===== src/rtl/lf_dac.sv =====
// Dual-channel 12-bit serial DAC writer: streams a channel-A and a channel-B frame, then
// strobes nLDAC so both analogue outputs update together.
module lf_dac #(
    parameter int unsigned CLK_DIV = 2,
    parameter int unsigned GAIN_A  = 1,
    parameter int unsigned GAIN_B  = 1
) (
    input  logic        clock,
    input  logic        nRST,
    input  logic [11:0] AOUT1,
    input  logic [11:0] AOUT2,
    input  logic        update_req,
    output logic        SCLK,
    output logic        nCS,
    output logic        MOSI,
    output logic        nLDAC,
    output logic        busy,
    output logic        done
);

    typedef enum logic [2:0] {
        StIdle, StCapture, StFrameA, StGapA, StFrameB, StGapB, StLdac, StDone
    } state_e;

    typedef enum logic [1:0] {PhSetup, PhHigh, PhLow} phase_e;

    localparam logic [7:0] HalfLast = 8'(CLK_DIV - 1);
    localparam logic       GaA      = 1'(GAIN_A);
    localparam logic       GaB      = 1'(GAIN_B);

    function automatic logic [15:0] frame_word(input logic ch, input logic ga,
                                               input logic [11:0] code);
        return {ch, 1'b0, ga, 1'b1, code};
    endfunction

    // Assertion passes straight through; release is delayed by two clocks.
    logic [1:0] rst_sync_q;
    logic       rst_n;

    always_ff @(posedge clock or negedge nRST) begin
        if (!nRST) rst_sync_q <= 2'b00;
        else       rst_sync_q <= {rst_sync_q[0], 1'b1};
    end

    assign rst_n = rst_sync_q[1];

    state_e      state_q, state_d;
    phase_e      phase_q, phase_d;
    logic [7:0]  half_q, half_d;
    logic [3:0]  bit_q, bit_d;
    logic [15:0] shift_q, shift_d;
    logic [11:0] shadow_a_q, shadow_a_d;
    logic [11:0] shadow_b_q, shadow_b_d;
    logic        req_f_q, req_f_d;

    logic half_last, pending, in_frame;

    assign half_last = (half_q == HalfLast);
    assign pending   = (AOUT1 != shadow_a_q) || (AOUT2 != shadow_b_q) || req_f_q;
    assign in_frame  = (state_q == StFrameA) || (state_q == StFrameB);

    always_ff @(posedge clock or negedge rst_n) begin
        if (!rst_n) begin
            state_q    <= StIdle;
            phase_q    <= PhSetup;
            half_q     <= 8'd0;
            bit_q      <= 4'd0;
            shift_q    <= 16'd0;
            shadow_a_q <= 12'd0;
            shadow_b_q <= 12'd0;
            req_f_q    <= 1'b1;
        end else begin
            state_q    <= state_d;
            phase_q    <= phase_d;
            half_q     <= half_d;
            bit_q      <= bit_d;
            shift_q    <= shift_d;
            shadow_a_q <= shadow_a_d;
            shadow_b_q <= shadow_b_d;
            req_f_q    <= req_f_d;
        end
    end

    always_comb begin
        state_d    = state_q;
        phase_d    = phase_q;
        half_d     = half_q;
        bit_d      = bit_q;
        shift_d    = shift_q;
        shadow_a_d = shadow_a_q;
        shadow_b_d = shadow_b_q;
        req_f_d    = req_f_q | update_req;

        unique case (state_q)
            StIdle: begin
                if (pending) state_d = StCapture;
            end
            StCapture: begin
                shadow_a_d = AOUT1;
                shadow_b_d = AOUT2;
                // A request arriving in this very cycle must survive the clear.
                req_f_d    = update_req;
                shift_d    = frame_word(1'b0, GaA, AOUT1);
                half_d     = 8'd0;
                bit_d      = 4'd0;
                phase_d    = PhSetup;
                state_d    = StFrameA;
            end
            StFrameA, StFrameB: begin
                half_d = half_last ? 8'd0 : half_q + 8'd1;
                if (half_last) begin
                    unique case (phase_q)
                        PhSetup: phase_d = PhHigh;
                        PhHigh: begin
                            // Falling SCLK edge: advance to the next bit, zero-filling.
                            phase_d = PhLow;
                            shift_d = {shift_q[14:0], 1'b0};
                        end
                        PhLow: begin
                            if (bit_q == 4'd15) begin
                                bit_d   = 4'd0;
                                phase_d = PhSetup;
                                state_d = (state_q == StFrameA) ? StGapA : StGapB;
                            end else begin
                                bit_d   = bit_q + 4'd1;
                                phase_d = PhHigh;
                            end
                        end
                        default: phase_d = PhSetup;
                    endcase
                end
            end
            StGapA: begin
                half_d = half_last ? 8'd0 : half_q + 8'd1;
                if (half_last) begin
                    shift_d = frame_word(1'b1, GaB, shadow_b_q);
                    state_d = StFrameB;
                end
            end
            StGapB: begin
                half_d = half_last ? 8'd0 : half_q + 8'd1;
                if (half_last) state_d = StLdac;
            end
            StLdac: begin
                half_d = half_last ? 8'd0 : half_q + 8'd1;
                if (half_last) state_d = StDone;
            end
            StDone:  state_d = StIdle;
            default: state_d = StIdle;
        endcase
    end

    assign nCS   = !in_frame;
    assign SCLK  = in_frame && (phase_q == PhHigh);
    assign MOSI  = in_frame && shift_q[15];
    assign nLDAC = (state_q != StLdac);
    assign busy  = (state_q != StIdle) && (state_q != StDone);
    assign done  = (state_q == StDone);

endmodule


===== config.mk =====
export PLATFORM = sky130hd
export DESIGN_NAME = lf_dac
export DESIGN_NICKNAME = d
export VERILOG_FILES = /design/src/rtl/lf_dac.sv
export SDC_FILE = /design/constraint.sdc
export NUM_CORES = 1
export LEC_CHECK = 0
export CAP_MARGIN = 30
export CORE_ASPECT_RATIO = 1.75
export CORE_UTILIZATION = 50
export CTS_BUF_LIST = sky130_fd_sc_hd__clkbuf_8
export DETAILED_ROUTE_END_ITERATION = 10
export GPL_ROUTABILITY_DRIVEN = 0
export GPL_TIMING_DRIVEN = 0
export PLACE_DENSITY = 0.72
export SLEW_MARGIN = 40
export SYNTH_ARGS = -nofsm -noshare
export SYNTH_HDL_FRONTEND = slang
export SYNTH_SLANG_ARGS = --single-unit

===== constraint.sdc =====
create_clock -name clock -period 5.2 [get_ports clock]
set_input_delay 1.04 -clock clock [delete_from_list [all_inputs] [get_ports clock]]
set_output_delay 1.04 -clock clock [all_outputs]
set_load 0.05 [all_outputs]

==> summary.txt, run 1 <==
Status
  – Status: finished, final reports clean

Floorplan
  – Initial Util: 51.36%
  – Die height: ~110 µm
  – Placeable core area: between 6000 and 7000 µm²
  – Boundary pin count: 33
  – Die Area: around 6700 µm²
  – Die W: 62.23 µm
  – Std cell rows: 38

Clock tree
  – CTS Hold Bufs: 0
  – Total CTS buffers: 9
  – Max Root-Sink Buffers: 2
  – H-tree depth: 3
  – CTS tree: yes
  – CTS clock-pin slew for the worst setup and hold paths: roughly 70 ps
  – CTS Root Cell: clkbuf_8
  – Clock latency on the worst-skew pair: 360 ps
  – Clock Sinks: 60
  – Post-CTS resize count: 0
  – Setup bufs post-CTS: 0

Synthesis
  – Post-synthesis register bit count: 60
  – Asr flop ratio synth: 100.0%
  – Syn Nets: approximately 370
  – Sequential area share after synthesis: 47.34%
  – Most used DFF post-synth: dfrtp_1
  – EDFF count, synth: 0
  – Yosys warns: 0
  – Mean Syn Cell Area: roughly 9.5 µm²
  – Mapped cell area: between 3000 and 4000 µm²
  – Distinct cells, synth: 44
  – Mapped Cells: 335

Detailed routing
  – DRC violations left: 0
  – Post-DRT Antenna Nets: 0
  – WL final: 6.992 mm
  – Pre-antenna DRT Iters: 4
  – WL/cell: 15.07 µm
  – Number of DRC markers in iteration 0: 103
  – Drt via density: 5.438
  – Vias: 2523

Timing
  – Fin Setup TNS: 0 ps
  – Min Hold Slack: 222.0 ps
  – Hold Fails Final Rpt: 0
  – Highest clock rate: 256.5 MHz
  – Least-Margin Pin Slew: around 540 ps
  – Unrepaired setup endpoints after global routing: no
  – Max-slew headroom: 64.29%
  – Slew Viols, Final: 0
  – Final setup viols: 0
  – Fin crit share: 74.97%
  – Clock Skew: 8.401 ps
  – Min Tclk post-route: 3898 ps

Worst setup path
  – Critical path launch point type: flip-flop
  – Crit Path Max Fanout: 9
  – Critical path endpoint category: output pin
  – Kind of critical path: flip-flop to output pin
  – WP data arrival: 2860 ps
  – Critical Path RT: between 4000 and 5000 ps
  – Crit. Startpoint: state_q[0]$_DFFE_PN0P_
  – R2R Path Start: state_q[0]$_DFFE_PN0P_

Flow run
  – Max-cap viol count: 0

Cells and area
  – Fillcell total: 555
  – Layout cells sized above 1: about 11%
  – Nets: 413
  – Footprint of the multi-input gates: between 1500 and 2000 µm²
  – N_diodes: 0
  – Commonest non-fill, non-tap cell in the layout: nand2_1
  – Area grow syn2layout: 19.75%
  – Reg area: 1506 µm²
  – Most frequent cells in the layout: 106 x nand2_1, 58 x dfrtp_1, 32 x clkdlybuf4s50_1, 25 x xnor2_1

Worst hold path
  – Worst Hold Class: flip-flop to async pin

GRT
  – Number of global-route vias before repair: 2384
  – Largest net degree at the start of global routing: 37
  – First-pass GRT wire length: 11.34 mm
  – Initial antenna violation count: 0
  – Gr usage total: 22.79%
  – GRT overflow: 0

Power
  – Pwr per Cell Area: 318.9 nW/µm²
  – Max IR drop VDD: 194.4 µV
  – Leakage: 1.801 nW

Place
  – Port Buffers: 32
  – Dpl hpwl: 5.119 mm
[metal layers]
metal / track usage [%] / vias to the layer above / part of all wire (%)
li1: - / 1218 / -
met1: 25.35 / 1238 / 41
met2: 39.48 / 57 / 53
met3: 6.674 / 10 / 3.8
met4: 11.13 / 0 / 2.1
met5: 0 / - / 0
[path summary, 6_finish.rpt]
kind	to	slack, ps	depth (start not counted)
worst max-delay path	SCLK	1300	8
worst min-delay path	shadow_a_q[10]$_DFFE_PN0P_	220	0
worst max register to register	shift_q[13]$_DFFE_PN0P_	2420	12
worst min register to register	shadow_a_q[10]$_DFFE_PN0P_	220	0
max in group asynchronous	rst_sync_q[1]$_DFF_PN0_	4220	1
min in group clock	rst_sync_q[1]$_DFF_PN0_	360	0
[where the power goes]
group / switching, mW / internal, mW
combinational: 0.125 / 0.138
sequential: 0.0395 / 0.524
clock: 0.180 / 0.207
[synthesized netlist by cell type (2+ instances only)]
cell type,instances,area [µm²]
clkbuf_1,13,48.80
mux2_4,8,120.1
nor3_1,3,15.01
a21o_1,5,37.54
nor2_1,8,30.03
nand3_1,5,25.02
inv_1,7,26.28
a22oi_1,12,90.09
or3_1,3,18.77
mux2_2,8,90.09
nand4_1,8,50.05
ha_1,7,87.58
mux2i_1,3,30.03
a211oi_1,2,15.01
nor3b_1,4,30.03
a21oi_1,6,30.03
a21o_2,2,17.52
dfrtp_1,59,1476
and3_1,3,18.77
nand2_1,106,397.9
and3_2,2,15.01
o21ai_0,13,65.06
nor2b_1,3,18.77
xnor2_1,25,219.0
[metrics by stage]
step                utilization, %  std cells  power [mW]  instance area (µm²)  setup WS (ps)
global route                 61.50        464       1.280                 3801           1136
floorplan                        -        335      0.7544                 3174           2008
CTS                          61.50        464       1.225                 3801           1289
detailed placement           58.54        448      0.8344                 3618           1677
finish                       61.50        464       1.212                 3801           1302
global placement             58.16        447      0.8235                 3595           1700
[critical path: stages (launching register included)]
cell	delay (ps)
dfrtp_1	410
inv_1	120
ha_1	250
mux2_2	230
clkinv_1	250
nor2_1	200
nand2_1	120
inv_1	120
clkdlybuf4s50_1	810
[layout make-up]
cell class              count  area share, %
repair buffers             33          8.953
clock inverters             4         0.4608
inverters                   8         0.7900
plain buffers              15          2.107
multi-input cells         252          41.08
flip-flops and latches     60          39.63
clock buffers              12          4.345
well taps                  80          2.633
[cell families (layout without fill, tap and decap cells)]
group           after synthesis  count (layout)  synth area share [%]
buf+inv                      23              72                 3.469
compound gates               46              46                 9.500
flops                        60              60                 47.34
other cells                   1               1                0.1181
mux                          19              19                 7.568
simple gates                153             153                 22.07
fa+ha+maj                     7               7                 2.759
xor+xnor                     26              26                 7.174
[sequential cells by signal, indices dropped and copies added, names as in the netlist]
name,cells
shadow_a_q,12
bit_q,4
req_f_q,1
half_q,8
state_q,3
rst_sync_q,2
shadow_b_q,12
phase_q,2
shift_q,16
(Power assumes the default switching activity.)
==> inputs of run 2 (changes only) <==
==> constraint.sdc (replaced) <==
create_clock -name clock -period 3.92 [get_ports clock]
set_input_delay 0.784 -clock clock [delete_from_list [all_inputs] [get_ports clock]]
set_output_delay 0.784 -clock clock [all_outputs]
set_load 0.05 [all_outputs]
==> results of run 2 <==
The final DEF is identical to that of run 1. Status: finished, final reports clean.
Main changes from that run: setup slack after placement 1677 ps -> 653.2 ps; setup slack after layout 1302 ps -> 277.6 ps; register-to-register setup slack 2420 ps -> 1140 ps; total power 1.212 mW -> 1.608 mW; worst IR drop on VDD 194.4 µV -> 257.8 µV
==> inputs of run 3 (changes only) <==
--- a/config.mk
+++ b/config.mk
@@ -13,7 +13,6 @@
 export GPL_ROUTABILITY_DRIVEN = 0
 export GPL_TIMING_DRIVEN = 0
 export PLACE_DENSITY = 0.72
-export SLEW_MARGIN = 40
 export SYNTH_ARGS = -nofsm -noshare
 export SYNTH_HDL_FRONTEND = slang
 export SYNTH_SLANG_ARGS = --single-unit
==> summary.txt, run 3 (synthesis gave the netlist of run 1 again) <==
Cells and area
  – Nets: 413 (unchanged)
  – Final Util: 61.30% (was 61.50%)
  – Commonest non-fill, non-tap cell in the layout: nand2_1 (unchanged)
  – Largest register by flop count: shift_q (unchanged)
  – N_diodes: 0 (unchanged)
  – Most frequent cells in the layout: 106 x nand2_1, 58 x dfrtp_1, 32 x clkdlybuf4s50_1, 25 x xnor2_1 (unchanged)
  – Max reg flops: 16 (unchanged)
  – Layout cells sized above 1: 10.68% (was 10.94%)
  – Area grow syn2layout: 19.35% (was 19.75%)
  – Largest registers: shift_q: 16 flops, shadow_a_q: 12 flops, shadow_b_q: 12 flops (unchanged)

Worst setup path
  – Critical path endpoint category: output pin (unchanged)
  – R2R Path Start: state_q[0]$_DFFE_PN0P_ (unchanged)
  – Kind of critical path: flip-flop to output pin (unchanged)
  – WP data arrival: 2820 ps (was 2860 ps)
  – Critical Path RT: 3140 ps (about the same)
  – Crit Path Max Fanout: 9 (unchanged)
  – Crit. Startpoint: state_q[0]$_DFFE_PN0P_ (unchanged)
  – Critical path launch point type: flip-flop (unchanged)

Timing
  – Clock Skew: 9.134 ps (was 8.401 ps)
  – Hold Fails Final Rpt: 0 (unchanged)
  – Final setup viols: 0 (unchanged)
  – Least-Margin Pin Slew: 551.9 ps (was 535.7 ps)
  – Highest clock rate: 277.3 MHz (was 274.5 MHz)
  – Max-slew headroom: 63.21% (was 64.29%)
  – Fin Setup TNS: 0 ps (unchanged)
  – Min Tclk post-route: 3606 ps (was 3642 ps)
  – Min Hold Slack: 245.9 ps (was 222.0 ps)
  – Slew Viols, Final: 0 (unchanged)
  – Unrepaired setup endpoints after global routing: no (unchanged)
  – Fin crit share: 91.99% (was 92.92%)

Floorplan
  – Die Area: 6684 µm² (unchanged)
  – Die height: 107.4 µm (unchanged)
  – Die W: 62.23 µm (unchanged)
  – Initial Util: 51.36% (unchanged)
  – Std cell rows: 38 (unchanged)
  – Boundary pin count: 33 (unchanged)
  – Placeable core area: 6181 µm² (unchanged)

Clock tree
  – CTS clock-pin slew for the worst setup and hold paths: 70 ps (about the same)
  – CTS Hold Bufs: 0 (unchanged)
  – Clock Sinks: 60 (unchanged)
  – CTS tree: yes (unchanged)
  – Max Root-Sink Buffers: 2 (unchanged)
  – Total CTS buffers: 9 (unchanged)
  – Clock latency on the worst-skew pair: 340 ps (was 360 ps)
  – CTS Root Cell: clkbuf_8 (unchanged)
  – Setup bufs post-CTS: 0 (unchanged)
  – Post-CTS resize count: 0 (unchanged)
  – H-tree depth: 3 (unchanged)

GRT
  – Largest net degree at the start of global routing: 37 (unchanged)
  – Gr usage total: 22.39% (was 22.79%)
  – First-pass GRT wire length: 11.30 mm (was 11.34 mm)
  – GRT overflow: 0 (unchanged)
  – Initial antenna violation count: 0 (unchanged)
  – Number of global-route vias before repair: 2371 (was 2384)

Detailed routing
  – Metal3 WL: 224 µm (was 268 µm)
  – WL met2: 3.703 mm (was 3.677 mm)
  – Met1 wire length: 2.929 mm (was 2.897 mm)
  – Drt via density: 5.319 (was 5.438)
  – WL final: 6.924 mm (was 6.992 mm)
  – Number of DRC markers in iteration 0: 122 (was 103)
  – Vias: 2468 (was 2523)
  – Max layer used: met4 (unchanged)
  – Post-DRT Antenna Nets: 0 (unchanged)
  – DRC violations left: 0 (unchanged)
  – Pre-antenna DRT Iters: 5 (was 4)
  – WL/cell: 14.92 µm (was 15.07 µm)

Power
  – Max IR drop VDD: 233.8 µV (was 257.8 µV)
  – Leakage: 1.799 nW (was 1.801 nW)
  – Pwr per Cell Area: 416.4 nW/µm² (was 423.1 nW/µm²)

Place
  – Dpl hpwl: 5.134 mm (was 5.119 mm)
  – Port Buffers: 32 (unchanged)

Flow run
  – Max-cap viol count: 0 (unchanged)

Worst hold path
  – Worst Hold Class: flip-flop to async pin (unchanged)

Status
  – Status: finished, final reports clean (unchanged)
run 3: path summary, 6_finish.rpt:
kind	endpoint	slack, ps	cells past startpoint
max reg2reg	shift_q[0]$_DFFE_PN0P_	1170	12
min reg2reg	shadow_a_q[10]$_DFFE_PN0P_	250	0
max in group asynchronous	req_f_q$_DFF_PN1_	3030	1
min	shadow_a_q[10]$_DFFE_PN0P_	250	0
min in group clock	rst_sync_q[1]$_DFF_PN0_	360	0
max	SCLK	310	8
run 3: cell type report:
class	count	area [µm²]
clock inverters	5	21.27
fillers	566	2392
flip-flops and latches	60	1504
inverters	8	30.03
repair buffers	33	340.3
plain buffers	15	80.08
multi-input cells	252	1562
clock buffers	11	151.4
well taps	80	100.1
run 3: where the power goes:
| part | total (mW) | internal [mW] | switching (mW) |
|---|---|---|---|
| Sequential | 0.745 | 0.695 | 0.0506 |
| Clock | 0.484 | 0.255 | 0.230 |
| Combinational | 0.348 | 0.183 | 0.165 |
run 3: layer usage:
metal  global-route usage (%)  vias up
li1                         -     1217
met1                    25.86     1199
met2                    39.40       48
met3                    3.284        4
met4                    12.46        0
met5                        0        -
run 3: worst max-delay path, cell delays in order (launching register included):
cell and delay [ps]:
dfrtp_1 410, inv_1 120, ha_1 250, mux2_2 230, clkinv_1 240, nor2_1 200
nand2_1 120, inv_1 110, clkdlybuf4s50_1 810
run 3: metrics by stage:
step                setup slack, ps  total power [mW]  cell area (µm²)  instances
global placement              676.4             1.092             3595        447
CTS                           282.9             1.598             3789        464
detailed placement            663.0             1.107             3616        448
finish                        313.9             1.578             3789        464
global route                  139.7             1.662             3789        464
floorplan                     820.9             1.001             3174        335
==> RTL change: new RTL, settings of run 3 <==
Register the outputs `nCS`, `MOSI`, `nLDAC`, `busy` and `done`, with the module's reset; this adds one clock of latency there. The other outputs are not delayed to match.
--- a/src/rtl/lf_dac.sv
+++ b/src/rtl/lf_dac.sv
@@ -150,12 +150,22 @@
         endcase
     end
 
-    assign nCS   = !in_frame;
     assign SCLK  = in_frame && (phase_q == PhHigh);
-    assign MOSI  = in_frame && shift_q[15];
-    assign nLDAC = (state_q != StLdac);
-    assign busy  = (state_q != StIdle) && (state_q != StDone);
-    assign done  = (state_q == StDone);
+    always_ff @(posedge clock or negedge nRST) begin
+        if (!nRST) begin
+            nCS   <= '0;
+            MOSI  <= '0;
+            nLDAC <= '0;
+            busy  <= '0;
+            done  <= '0;
+        end else begin
+            nCS   <= !in_frame;
+            MOSI  <= in_frame && shift_q[15];
+            nLDAC <= (state_q != StLdac);
+            busy  <= (state_q != StIdle) && (state_q != StDone);
+            done  <= (state_q == StDone);
+        end
+    end
 
 endmodule
 
Formal check against the unedited RTL: not equivalent (Yosys sat finds a counterexample within 4 cycles, from zero or initial values and one cycle with nRST low).
==> RTL change against run 3 <==
Synthesized cell count increased by 1.5%; worst setup slack got worse by 0.051 ns; sequential cell count increased by 5; clock power increased by 4%; final area increased by 3.3%; routed wire length increased by 4.0%; sequential share of layout area increased by 1.9 points; power increased by 4.8%; area after synthesis increased by 3.9%.
==> RTL change: results (changes against run 3) <==
- Reg-to-reg critical path startpoint: state_q[0]
- Prevailing post-synth register cell: dfrtp_1
- CTS resizes: 0 (unchanged)
- Ratio of cells with drive above 1 in the final layout: 0.1028 (-0.003943)
- Clock buffer count from CTS: 9 (unchanged)
- Overall Global Routing Usage: 0.2327 (+0.008824)
- Pin count of the biggest net entering global routing: 33 (-11%)
- Worst-Skew Late Latency: 0.36 ns (+0.02 ns)
- Max incr delay on CP: 0.81 ns (about the same)
- P_leak: 1.858 nW (+3.3%)
- Top cells by count, synth: nand2_1, dfrtp_1, xnor2_1
- Initial antenna violation count: 0 (unchanged)
- Sum Neg Setup Slack: 0 ns (unchanged)
- Worst Skew: 0.009570 ns (+0.0004353 ns)
- FF-to-FF setup slack: 1.12 ns (-0.05 ns)
- First-pass GRT wire length: 11.93 mm (+5.6%)
- Post-CTS setup buffer count: 0 (unchanged)
- Worst min-delay path class: register to asynchronous set/reset pin
- Iter 0 DRT Violations: 174 (+43%)
- CTS max path bufs: 2 (unchanged)
- Worst path slowest cell: clkdlybuf4s50_1
- Ys Warns: 0 (unchanged)
- Post-synthesis sequential area ratio: 0.4934 (+0.01997)
- Vias in the first global route: 2496 (+5.3%)
- Max_slew headroom: 0.5026 (-0.1295)
- Area contributors post-synth: dfrtp_1, nand2_1, xnor2_1
- Peak supply drop: 320.7 uV (+37%)
- Worst-case reg-to-reg path depth: 12 (unchanged)
- Via/cell ratio: 5.284 (-0.67%)
- Status: finished clean
- WP data arrival: 2.87 ns (+0.05 ns)
- Total Nets Final: 418 (+1.2%)
- Drt total wl: 7.199 mm (+4.0%)
- Port buffer count: 32 (unchanged)
- Dpl cell area: 0.003741 sq mm (+3.5%)
- 1st-pass router iterations: 5 (unchanged)
- RR Endpoint: shift_q[9]
- Unique cell type count in the Yosys netlist: 44 (unchanged)
- Number of diodes: 0 (unchanged)
- # fillers: 577 (+1.9%)
- Net count after synthesis: 374 (+1.4%)
- CTS root buf: clkbuf_8
- Max FO, Critical Path: 9 (unchanged)
- Largest regs: shift_q x16, shadow_a_q x12, shadow_b_q x12
- Post-synth ARST share: 1.000 (unchanged)
- Max H-tree Level: 3 (unchanged)
- Hpwl dp: 5.319 mm (+3.6%)
- Clk slew on worst S/H paths: 0.07 ns (about the same)
-- RTL change: cell types whose count changed after synthesis --
cell,change
dfrtp_1,+5
-- RTL change: where the power goes --
| part | leakage (nW) | internal, mW | switching, mW |
|---|---|---|---|
| Clock | 0.104 | 0.254 | 0.247 |
| Combinational | 0.960 | 0.182 | 0.167 |
| Sequential | 0.794 | 0.751 | 0.0525 |
| Total | 1.86 | 1.19 | 0.466 |
-- RTL change: worst max-delay path by stage --
stage	depth (start not counted)	slack (ns)	endpoint	startpoint
2_1_floorplan	12	1.23	shift_q[0]	state_q[0]
3_3_place_gp	8	0.66	SCLK	state_q[0]
3_5_place_dp	8	0.63	SCLK	state_q[1]
4_1_cts	8	0.22	SCLK	state_q[1]
5_1_grt	8	0.04	SCLK	state_q[0]
6_report	8	0.26	SCLK	state_q[0]
-- RTL change: layer usage --
| layer | track usage | vias up | share of wire |
|---|---|---|---|
| met5 | 0 | - | 0 |
| met4 | 0.1039 | 0 | 0.026 |
| met3 | 0.05290 | 11 | 0.030 |
| met2 | 0.4354 | 43 | 0.55 |
| met1 | 0.2434 | 1192 | 0.39 |
| li1 | - | 1232 | - |
-- RTL change: worst max-delay path: cells and delay by family, from the launching register on --
| kind | cells | cell delay, ns |
|---|---|---|
| DFF | 1 | 0.41 |
| buffers and inverters | 4 | 1.28 |
| and+or+nand+nor | 2 | 0.32 |
| adders and majority gates | 1 | 0.25 |
| muxes | 1 | 0.24 |
-- RTL change: area by class of cell --
type                            count  area (sq um)  area share
Multi-Input combinational cell    252          1562      0.3991
Clock buffer                       11         151.4     0.03870
Inverter                            8         30.03    0.007675
Clock inverter                      5         20.02    0.005117
Tap cell                           80         100.1     0.02558
Timing Repair Buffer               33         340.3     0.08698
Buffer                             15         80.08     0.02047
Sequential cell                    65          1629      0.4164
-- RTL change: metrics by stage --
step / utilization / hold slack, ns / power (mW) / cells / worst slack [ns]
after global placement: 0.5927 / 0.3358 / 1.155 / 452 / 0.6625
after detailed placement: 0.5961 / 0.3463 / 1.169 / 453 / 0.6335
after floorplan: - / 0.3312 / 1.059 / 340 / 1.227
final: 0.6234 / 0.3438 / 1.654 / 469 / 0.2626
after global routing: 0.6234 / 0.3579 / 1.736 / 469 / 0.04231
after CTS: 0.6234 / 0.3531 / 1.674 / 469 / 0.2246
-- RTL change: cells by family after synthesis --
logic type / synth area share
mux: 0.07281
flops: 0.4934
other cells: 0.001137
simple gates: 0.2124
xor+xnor: 0.06902
fa+ha+maj: 0.02654
buf+inv: 0.03337
compound gates: 0.09140
